## src/rtl/if_fetch_bpred.sv

```systemverilog
// Instruction-fetch stage: owns the fetch PC and a direct-mapped BTB with 2-bit counters.
// Define IF_BPRED_EN to build the BTB; without it the stage fetches sequentially (plus redirect/stall).
module if_fetch_bpred #(
    parameter int          BTB_ENTRIES = 8,
    parameter logic [15:0] RESET_PC    = 16'h0000
) (
    input  logic        clk,
    input  logic        rst,
    input  logic        stall,
    input  logic        redirect_valid,
    input  logic [15:0] redirect_pc,
    output logic [15:0] imem_addr,
    input  logic [15:0] imem_data,
    output logic [15:0] pc_out,
    output logic [15:0] pc_next_out,
    output logic [15:0] instr_out,
    output logic        spec_taken_out,
    input  logic        upd_valid,
    input  logic [15:0] upd_pc,
    input  logic [15:0] upd_target,
    input  logic        upd_taken
);

    localparam int IDX  = $clog2(BTB_ENTRIES);
    localparam int TAGW = 16 - IDX;

    logic [15:0] pc_q;
    logic [15:0] pc_d;
    logic [15:0] pc_inc;
    logic        spec_taken;
    logic [15:0] pred_target;

    assign pc_inc      = pc_q + 16'd1;
    assign imem_addr   = pc_q;
    assign pc_out      = pc_q;
    assign pc_next_out = pc_inc;
    assign instr_out   = imem_data;

`ifdef IF_BPRED_EN

    function automatic logic [1:0] sat_inc(input logic [1:0] c);
        return (c == 2'b11) ? c : c + 2'b01;
    endfunction

    function automatic logic [1:0] sat_dec(input logic [1:0] c);
        return (c == 2'b00) ? c : c - 2'b01;
    endfunction

    logic            btb_valid  [BTB_ENTRIES];
    logic [TAGW-1:0] btb_tag    [BTB_ENTRIES];
    logic [15:0]     btb_target [BTB_ENTRIES];
    logic [1:0]      btb_ctr    [BTB_ENTRIES];

    logic [IDX-1:0]  look_idx;
    logic [TAGW-1:0] look_tag;
    logic            look_hit;
    logic [IDX-1:0]  upd_idx;
    logic [TAGW-1:0] upd_tag;
    logic            upd_hit;

    assign look_idx = pc_q[IDX-1:0];
    assign look_tag = pc_q[15:IDX];
    assign look_hit = btb_valid[look_idx] && (btb_tag[look_idx] == look_tag);

    assign spec_taken  = look_hit && btb_ctr[look_idx][1];
    assign pred_target = btb_target[look_idx];

    assign upd_idx = upd_pc[IDX-1:0];
    assign upd_tag = upd_pc[15:IDX];
    assign upd_hit = btb_valid[upd_idx] && (btb_tag[upd_idx] == upd_tag);

    // Training writes land on the edge, so a same-cycle lookup sees the old entry.
    always_ff @(posedge clk) begin
        if (rst) begin
            for (int i = 0; i < BTB_ENTRIES; i++) begin
                btb_valid[i]  <= 1'b0;
                btb_tag[i]    <= '0;
                btb_target[i] <= '0;
                btb_ctr[i]    <= 2'b01;
            end
        end else if (upd_valid) begin
            if (upd_hit) begin
                if (upd_taken) begin
                    btb_ctr[upd_idx]    <= sat_inc(btb_ctr[upd_idx]);
                    btb_target[upd_idx] <= upd_target;
                end else begin
                    btb_ctr[upd_idx] <= sat_dec(btb_ctr[upd_idx]);
                end
            end else if (upd_taken) begin
                btb_valid[upd_idx]  <= 1'b1;
                btb_tag[upd_idx]    <= upd_tag;
                btb_target[upd_idx] <= upd_target;
                btb_ctr[upd_idx]    <= 2'b10;
            end
        end
    end

`else

    logic unused_upd;

    assign spec_taken  = 1'b0;
    assign pred_target = pc_inc;
    assign unused_upd  = ^{upd_valid, upd_pc, upd_target, upd_taken};

`endif

    assign spec_taken_out = spec_taken;

    always_comb begin
        pc_d = pc_inc;
        if (redirect_valid) begin
            pc_d = redirect_pc;
        end else if (stall) begin
            pc_d = pc_q;
        end else if (spec_taken) begin
            pc_d = pred_target;
        end
    end

    always_ff @(posedge clk) begin
        if (rst) begin
            pc_q <= RESET_PC;
        end else begin
            pc_q <= pc_d;
        end
    end

endmodule

```

## config.mk

```make
export PLATFORM = sky130hd
export DESIGN_NAME = if_fetch_bpred
export DESIGN_NICKNAME = d
export VERILOG_FILES = /design/src/rtl/if_fetch_bpred.sv
export SDC_FILE = /design/constraint.sdc
export NUM_CORES = 1
export LEC_CHECK = 0
export BUFFER_PORTS_ARGS = -buffer_cell sky130_fd_sc_hd__buf_2
export CAP_MARGIN = 20
export CORE_ASPECT_RATIO = 1.2
export CORE_MARGIN = 2
export CORE_UTILIZATION = 39
export DETAILED_ROUTE_END_ITERATION = 12
export PLACE_DENSITY = 0.82
export SLEW_MARGIN = 15
export SYNTH_ARGS = -nofsm -noshare
export SYNTH_HDL_FRONTEND = slang
export SYNTH_SLANG_ARGS = --single-unit
```

## constraint.sdc

```tcl
create_clock -name clk -period 3.09 [get_ports clk]
set_input_delay 0.4635 -clock clk [delete_from_list [all_inputs] [get_ports clk]]
set_output_delay 0.4635 -clock clk [all_outputs]
set_load 0.02 [all_outputs]
```

==> summary.md, run 1 <==
| Metric | Value |
|---|---|
| Run status | finished, final reports clean |
| GRT overflow | 0 |
| Fin worst setup slack | 0.580 ns |
| Synth Instances | 181 |
| Hold Path Cell Cnt | 3 |
| 1st-iter DRT viols | 49 |
| Hold Crit Class | input port to register |
| Worst Path Max Fanout | 11 |
| Worst vdd ir | 0.000205 V |
| Fraction of layout cells with a size suffix above 1 | 0.353 |
| Post-route ant nets | 0 |
| Commonest cells post-synth | buf_4 (35), xor2_1 (17), dfxtp_1 (16), inv_1 (14), nor2_1 (14) |
| Synth async-reset ratio | 0 |
| WS Path Type | register to primary output |
| Mux contribution to synthesized area | 0.0216 |
| FF+latch count, synth | 16 |
| Avg WL per Cell | 12.1 um |
| Max reg flops | 16 |
| CP Launch Type | register |
| Die X | 58.5 um |
| Post-route clock period utilization | 0.812 |
| Count leader, synth | buf_4 |
| Row cnt | 23 |
| Final setup vio count | 0 |
| Yosys warnings | 0 |
| Critical Path Sink Type | primary output |
| Simple-Gate Fraction of Synth Area | 0.190 |
| Nets | 280 |
| Slew @ Worst Pin | 0.533 ns |
| Initial Util | 0.412 |
| Number of CTS-inserted buffers | 3 |
| Final hold violations | 0 |
| Largest family of logic cells by synthesized area | buffers and inverters |
| HPWL after DPL | 2220 um |
| Multi-input logic area | 706 um^2 |
| CTS max path bufs | 2 |
| Min cycle time layout | 2.51 ns |
| Global placement routability congestion | 0.750 |
| Hold endpoint | imem_addr[0] |
| DRC Markers | 0 |
| Cell Area, Synth | 1390 um^2 |
| Worst R2R End | imem_addr[12] |
| # diodes | 0 |
| Place WS | 0.835 ns |
| Post_cts resized | 0 |
| Worst EP required | 2.63 ns |
| Final WL | 2960 um |
| Reg area | 320 um^2 |
| Post-CTS setup buffers | 0 |
| CORE AREA | 3370 um^2 |
| Synth Area in Adders | 0.00902 |
| Largest net degree at the start of global routing | 32 |
| Compound-cell area share of the yosys netlist | 0.133 |
| Vias after detailed routing | 1,207 |
| CP arrival | 2.05 ns |
| Clock-pin slew on the worst setup and hold paths | 0.06 ns |
| Hold_sp | redirect_pc[0] |
| Worst skew pair latency | 0.24 ns |
| FF-to-FF path depth | 5 |
| Setup TNS | 0 ns |
| Number of clock sinks | 16 |
| Filler instances | 365 |
| Post-synthesis net count | 252 |
| Distinct cells, synth | 28 |
| Pwr/cell area | 379 nW/um^2 |
| Seq/Total Area, Yosys | 0.231 |
| Max-slew violation count | 0 |
| Area delta synth->final | 8.75% |
| Num ports | 135 |
| First-pass GRT wire length | 4760 um |
| CTS root buffer | clkbuf_8 |
| Unrepaired setup endpoints after global routing | false |
| Reg-to-Reg Start | imem_addr[0] |
| Slew HR | 0.645 |
| Flop2flop setup slack | 1.20 ns |
| Drt first pass iters | 4 |
| Hold WS | 0.455 ns |
| Initial antenna violation count | 0 |
| Syn avg cell area | 7.67 um^2 |
| CTS tree | yes |
| Count of flip-flops with a built-in enable after synthesis | 0 |
| Synth area leaders | dfxtp_1 (23%), buf_4 (19%), xor2_1 (11%), o21a_1 (6.5%), xnor2_1 (4.4%) |
| Port Buffers | 67 |
| Clock skew | 0.00213 ns |
| Hold-fix buffers, CTS | 0 |
| Total of max-cap violations | 0 |
| Total leakage power | 0.808 nW |
| Highest clock rate | 0.398 GHz |
| GRT Overall Usage | 0.146 |
| Post-synth top flop | dfxtp_1 |
| DIE HEIGHT | 69.3 um |
| Xor/xnor share of the synthesized area | 0.151 |
| Die Area | 4050 um^2 |
| Most area-hungry cell type in the Yosys netlist | dfxtp_1 |
| Via density | 4.95 |
| Post-synth top area share | 0.231 |
| CTS H-tree depth | 1 |
| Vias in the first global route | 1,041 |
worst max-delay path by stage:
stage	start	slack [ns]	to
after floorplan	imem_addr[4]	0.68	pc_next_out[15]
after global placement	imem_addr[5]	0.84	pc_next_out[15]
after detailed placement	imem_addr[4]	0.84	pc_next_out[15]
after CTS	imem_addr[5]	0.57	pc_next_out[15]
after global routing	imem_addr[4]	0.42	pc_next_out[15]
final	imem_addr[4]	0.58	pc_next_out[15]
report_power, final:
group	leakage [nW]	internal, mW	switching, mW
logic	0.654	0.0668	0.105
registers	0.133	0.221	0.0288
clock network	0.0216	0.0861	0.0636
final cells by class:
type / instances / share of cell area
multi-input cells: 106 / 0.468
repair buffers: 68 / 0.227
flip-flops and latches: 16 / 0.212
inverters: 14 / 0.0348
well taps: 37 / 0.0307
clock buffers: 3 / 0.0274
per-layer routing:
layer	share of wire	GRT usage	up-vias
li1	-	-	613
met1	0.43	0.180	536
met2	0.49	0.250	54
met3	0.076	0.0224	4
met4	0.0078	0.0543	0
met5	0	0	-
logic make-up after synthesis:
| family | after synthesis |
|---|---|
| AO/OA/AOI/OAI | 28 |
| XOR/XNOR | 24 |
| adder cells (fa/ha/maj) | 1 |
| buffers and inverters | 59 |
| flip-flops | 16 |
| multiplexers | 3 |
| other | 1 |
| AND/OR/NAND/NOR | 49 |
placed cells by master (no fill, tap or decap):
cell type | synthesis | layout
buf_2 | 0 | 67
xor2_1 | 17 | 17
dfxtp_1 | 16 | 16
inv_1 | 14 | 14
nor2_1 | 14 | 14
o21a_1 | 12 | 12
a21oi_1 | 12 | 12
nor3_1 | 11 | 11
xnor2_1 | 7 | 7
nor4_1 | 6 | 6
nand2_1 | 5 | 5
nand4_1 | 3 | 3
nand3_1 | 3 | 3
o31a_1 | 3 | 3
mux2i_1 | 3 | 3
clkbuf_8 | 0 | 3
nand2b_1 | 2 | 2
nand4_4 | 1 | 1
or3_1 | 1 | 1
nand4b_1 | 1 | 1
or4_4 | 1 | 1
nor2b_1 | 1 | 1
a22o_1 | 1 | 1
ha_1 | 1 | 1
conb_1 | 1 | 1
buf_4 | 35 | 1
worst max-delay path: stages (launching register included):
cell and delay [ns]:
dfxtp_1 0.48, nand4_1 0.12, buf_4 0.19, or3_1 0.41, nor3_1 0.27, xor2_1 0.16, buf_2 0.17
per-stage QoR:
stage	utilization	area (um^2)	total power [mW]	cells
after floorplan	-	1390	0.418	181
after global placement	0.436	1470	0.424	241
after detailed placement	0.436	1470	0.427	241
after CTS	0.448	1510	0.580	244
after global routing	0.448	1510	0.607	244
final	0.448	1510	0.571	244
No activity file was read; power rests on OpenSTA's default activity.
==> run 2, diff against run 1 <==
ABC_AREA = 1   (was unset)
CORE_UTILIZATION = 33   (was 39)
PLACE_DENSITY = 0.74   (was 0.82)
clock period = 2.1 ns   (was 3.09 ns; I/O delays follow)
==> run 2 against run 1 <==
Clock skew rose by 0.0022 ns. Routed wire length is 13% higher. Setup slack got worse by 0.44 ns. Cell count up 21%. Flip-flop and latch count is the same. Critical path type unchanged. Largest cell class unchanged.
==> summary.md, run 2 <==
| Metric | Value |
|---|---|
| Post-route ant nets | 0 |
| CP arrival | 1.64 ns |
| Post-CTS setup buffers | 0 |
| Unrepaired setup endpoints after global routing | false |
| Final WL | 3340 um |
| Total leakage power | 0.784 nW |
| Number of CTS-inserted buffers | 3 |
| Distinct cells, synth | 28 |
| Vias in the first global route | 1,246 |
| Clock-pin slew on the worst setup and hold paths | 0.06 ns |
| Max reg flops | 16 |
| Post-synth top flop | dfxtp_1 |
| CTS root buffer | clkbuf_8 |
| Post-Layout Cell Count | 296 |
| Final setup vio count | 0 |
| DRC Markers | 0 |
| Reg area | 322 um^2 |
| Placed cell area | 1500 um^2 |
| Initial antenna violation count | 0 |
| Mux contribution to synthesized area | 0 |
| Seq/Total Area, Yosys | 0.236 |
| Avg WL per Cell | 11.3 um |
| Port Buffers | 67 |
| Synth Area in Adders | 0.00923 |
| Num ports | 135 |
| Critical Path Sink Type | primary output |
| Worst Path Max Fanout | 6 |
| Drt first pass iters | 5 |
| Worst vdd ir | 0.000250 V |
| Row cnt | 25 |
| Post-route clock period utilization | 0.933 |
| Global placement routability congestion | 0.785 |
| Placed cell count | 292 |
| Largest family of logic cells by synthesized area | simple AND/OR/NAND/NOR gates |
| CTS tree | yes |
| Most frequent cells in the layout | buf_2 (67), nand2_1 (51), inv_1 (23) |
| CP Launch Type | register |
| Count leader, synth | nand2_1 |
| CORE AREA | 3940 um^2 |
| Number of clock sinks | 16 |
| Area delta synth->final | 15.2% |
| Die Area | 4640 um^2 |
| Nets | 314 |
| Yosys warnings | 0 |
| # diodes | 0 |
| Pwr/cell area | 556 nW/um^2 |
| Via density | 4.56 |
| Highest clock rate | 0.510 GHz |
| Largest net degree at the start of global routing | 19 |
| Post_cts resized | 0 |
| FF-to-FF path depth | 8 |
| Post-Layout Inst Area | 1560 um^2 |
| Synth Instances | 207 |
| Post-synthesis net count | 278 |
| Most common cell after layout, fill and taps aside | buf_2 |
| Setup TNS | 0 ns |
| Fin worst setup slack | 0.140 ns |
| Hold Crit Class | input port to register |
| Most area-hungry cell type in the Yosys netlist | dfxtp_1 |
| CTS H-tree depth | 1 |
| 1st-iter DRT viols | 68 |
| Vias after detailed routing | 1,350 |
| Worst EP required | 1.78 ns |
| Synth async-reset ratio | 0 |
| Filler instances | 460 |
| DIE HEIGHT | 74.2 um |
| Simple-Gate Fraction of Synth Area | 0.303 |
| Post-synth top area share | 0.236 |
| Compound-cell area share of the yosys netlist | 0.130 |
| Count of flip-flops with a built-in enable after synthesis | 0 |
| FF+latch count, synth | 16 |
| First-pass GRT wire length | 5540 um |
| Max-slew violation count | 0 |
| GRT overflow | 0 |
| Worst skew pair latency | 0.25 ns |
| HPWL after DPL | 2550 um |
| Clock skew | 0.00436 ns |
| Hold-fix buffers, CTS | 0 |
| Run status | finished, final reports clean |
| Die X | 62.5 um |
| Total of max-cap violations | 0 |
| Xor/xnor share of the synthesized area | 0.0507 |
| CTS max path bufs | 2 |
| WS Path Type | register to primary output |
| Syn avg cell area | 6.55 um^2 |
| Initial Util | 0.344 |
| Synth area leaders | dfxtp_1 (24%), buf_4 (18%), nand2_1 (14%), inv_1 (6.4%), a21oi_1 (3.7%) |
| Place WS | 0.340 ns |
| Fraction of layout cells with a size suffix above 1 | 0.405 |
| Multi-input logic area | 674 um^2 |
| Final hold violations | 0 |
| Cell Area, Synth | 1360 um^2 |
| Commonest cells post-synth | nand2_1 (51), buf_4 (33), inv_1 (23), dfxtp_1 (16), a21oi_1 (10) |
| Hold Path Cell Cnt | 3 |
| GRT Overall Usage | 0.147 |
| Min cycle time layout | 1.96 ns |
run 2: final timing paths:
kind | startpoint | slack (ns) | endpoint
min reg2reg | imem_addr[3] | 0.60 | imem_addr[3]
max | imem_addr[1] | 0.14 | pc_next_out[10]
min | redirect_pc[4] | 0.34 | imem_addr[4]
max reg2reg | imem_addr[1] | 0.69 | imem_addr[14]
run 2: logic make-up (layout without fill, tap and decap cells):
group | after synthesis | count (layout)
and+or+nand+nor | 89 | 89
buffers and inverters | 63 | 98
DFF | 16 | 16
other | 1 | 1
AOI/OAI and AO/OA | 30 | 30
adders and majority gates | 1 | 1
xor gates and xnor gates | 7 | 7
run 2: final cells by class:
class                           count  area share
Timing Repair Buffer               69       0.224
Tap cell                           54      0.0432
Sequential cell                    16       0.206
Multi-Input combinational cell    128       0.432
Clock buffer                        4      0.0352
Inverter                           25      0.0600
run 2: metal layers:
layer  vias to the layer above  part of all wire  GRT usage
met5                         -                 0          0
met1                       604              0.42      0.178
met2                        51              0.50      0.252
met3                         8             0.069     0.0348
met4                         0             0.010     0.0642
li1                        687                 -          -
run 2: stage by stage:
step | power (mW) | hold slack (ns) | util
global placement | 0.595 | 0.576 | 0.382
CTS | 0.877 | 0.338 | 0.396
finish | 0.869 | 0.342 | 0.397
global route | 0.926 | 0.352 | 0.397
floorplan | 0.576 | 0.484 | -
detailed placement | 0.598 | 0.590 | 0.382
run 2: worst max-delay path, stage by stage (launching register included):
cell and delay (ns):
dfxtp_2 0.38, ha_2 0.21, nand3_2 0.15, inv_2 0.12
nand2_2 0.08, nor2_1 0.09, nand2_1 0.06, and2_1 0.15
buf_2 0.15
run 2: report_power, final:
part | total (mW) | switching (mW) | internal, mW | leakage (nW)
clock | 0.280 | 0.113 | 0.166 | 0.0288
sequential | 0.350 | 0.0273 | 0.322 | 0.132
combinational | 0.240 | 0.156 | 0.0843 | 0.623
total | 0.869 | 0.296 | 0.573 | 0.784
==> run 3, diff against run 2 <==
clock period = 1.6 ns   (was 2.1 ns; I/O delays follow)
==> run 3 against run 2 <==
The flow now finishes with violations (negative setup slack). Clock-buffer cell count decreased by 1. Via count increased by 6.0%. Worst hold slack got worse by 0.080 ns. Critical path type unchanged. Largest power group unchanged.
==> summary.md, run 3 (synthesis results as in run 2) <==
| Metric | Value |
|---|---|
| GRT Overall Usage | 0.155 |
| Total leakage power | 0.955 nW |
| Initial antenna violation count | 0 |
| Drt first pass iters | 4 |
| Met2 GRT Util | 0.290 |
| # diodes | 0 |
| Row cnt | 25 |
| CP arrival | 1.46 ns |
| Fin worst setup slack | -0.0984 ns |
| Placed cell count | 303 |
| GRT overflow | 0 |
| First-pass GRT wire length | 5810 um |
| Met3 Usage GRT | 0.0348 |
| DIE HEIGHT | 74.2 um |
| Clock skew | 0.00275 ns |
| Num ports | 135 |
| Run status | finished with violations |
| Avg WL per Cell | 12.0 um |
| CTS H-tree depth | 1 |
| Worst Path Max Fanout | 3 |
| Nets | 335 |
| Filler instances | 409 |
| Most frequent cells in the layout | buf_2 (56), nand2_1 (45), buf_4 (24) |
| Number of CTS-inserted buffers | 3 |
| Worst vdd ir | 0.000315 V |
| Worst EP required | 1.36 ns |
| Largest net degree at the start of global routing | 19 |
| Vias after detailed routing | 1,431 |
| Worst skew pair latency | 0.25 ns |
| Die Area | 4640 um^2 |
| Global placement routability congestion | 0.790 |
| Hold-fix buffers, CTS | 0 |
| Most common cell after layout, fill and taps aside | buf_2 |
| Min cycle time layout | 1.70 ns |
| Total of max-cap violations | 0 |
| Placed cell area | 1600 um^2 |
| Pwr/cell area | 591 nW/um^2 |
| DRC Markers | 0 |
| CTS tree | yes |
| Post-Layout Cell Count | 316 |
| Design Power | 1.15 mW |
| Worst Setup SP | imem_addr[0] |
| Post-route clock period utilization | 1.06 |
| Fraction of layout cells with a size suffix above 1 | 0.561 |
| GR peak layer | met2 |
| Port Buffers | 67 |
| HPWL after DPL | 2650 um |
| CTS max path bufs | 2 |
| Reg-to-Reg Start | imem_addr[0] |
| WS Path Type | register to primary output |
| Max-slew violation count | 0 |
| Setup TNS | -0.549 ns |
| Critical Path Sink Type | primary output |
| Highest clock rate | 0.589 GHz |
| Vias in the first global route | 1,291 |
| Unrepaired setup endpoints after global routing | true |
| Hold Path Cell Cnt | 3 |
| CP Launch Type | register |
| Final setup vio count | 9 |
| Die X | 62.5 um |
| Clock-pin slew on the worst setup and hold paths | 0.06 ns |
| Initial Util | 0.344 |
| 1st-iter DRT viols | 68 |
| Failing checks | negative setup slack |
| Final WL | 3800 um |
| Hold_sp | redirect_pc[2] |
| Post-Layout Inst Area | 1950 um^2 |
| CTS root buffer | clkbuf_8 |
| Met1 Track Usage GR | 0.179 |
| CORE AREA | 3940 um^2 |
| Area delta synth->final | 43.8% |
| FF-to-FF path depth | 9 |
| Number of clock sinks | 16 |
| Final hold violations | 0 |
| Via density | 4.53 |
| Max reg flops | 16 |
| Hold Crit Class | input port to register |
| Post-route ant nets | 0 |
-- run 3: stage by stage --
step	utilization	hold slack [ns]	worst slack, ns
6_report	0.495	0.262	-0.0984
5_1_grt	0.495	0.264	-0.160
4_1_cts	0.452	0.253	-0.113
3_5_place_dp	0.405	0.480	0.0533
3_3_place_gp	0.405	0.480	0.0904
2_1_floorplan	-	0.409	0.0415
-- run 3: critical path: stages (launching register included) --
cell and delay, ns:
dfxtp_4 0.36, ha_4 0.14, nand3_4 0.09, buf_6 0.13
nor2_4 0.13, nand4_1 0.14, nand2_2 0.10, buf_6 0.11
-- run 3: cell type report --
type                       count  area, um^2  share of cell area
inverter                      25        96.3              0.0494
clock buffer                   3        41.3              0.0212
timing repair buffer          90         573               0.294
multi-input combinational    128         830               0.425
sequential                    16         343               0.176
tap                           54        67.6              0.0346
-- run 3: final timing paths --
kind | end | slack, ns
worst min register to register | imem_addr[15] | 0.60
worst max-delay path | pc_next_out[14] | -0.1
worst min-delay path | imem_addr[2] | 0.26
worst max register to register | imem_addr[14] | 0.24
-- run 3: routing by layer --
layer / vias to the layer above / wire [um]
li1: 719 / -
met1: 658 / 1580
met2: 50 / 1940
met3: 4 / 250
met4: 0 / 22
met5: - / 0
-- run 3: where the power goes --
group	internal, mW	total (mW)	switching, mW	leakage (nW)
Clock	0.167	0.304	0.137	0.0216
Sequential	0.423	0.452	0.0294	0.137
Combinational	0.163	0.397	0.234	0.797
Total	0.753	1.15	0.401	0.955
-- run 3: timing repair --
item                                    in CTS  in global routing
cloned                                       0                  0
endpoints found under the setup margin      12                 12
buffers inserted                             3                  7
resized for setup                           33                 33
pin swaps                                    6                 13
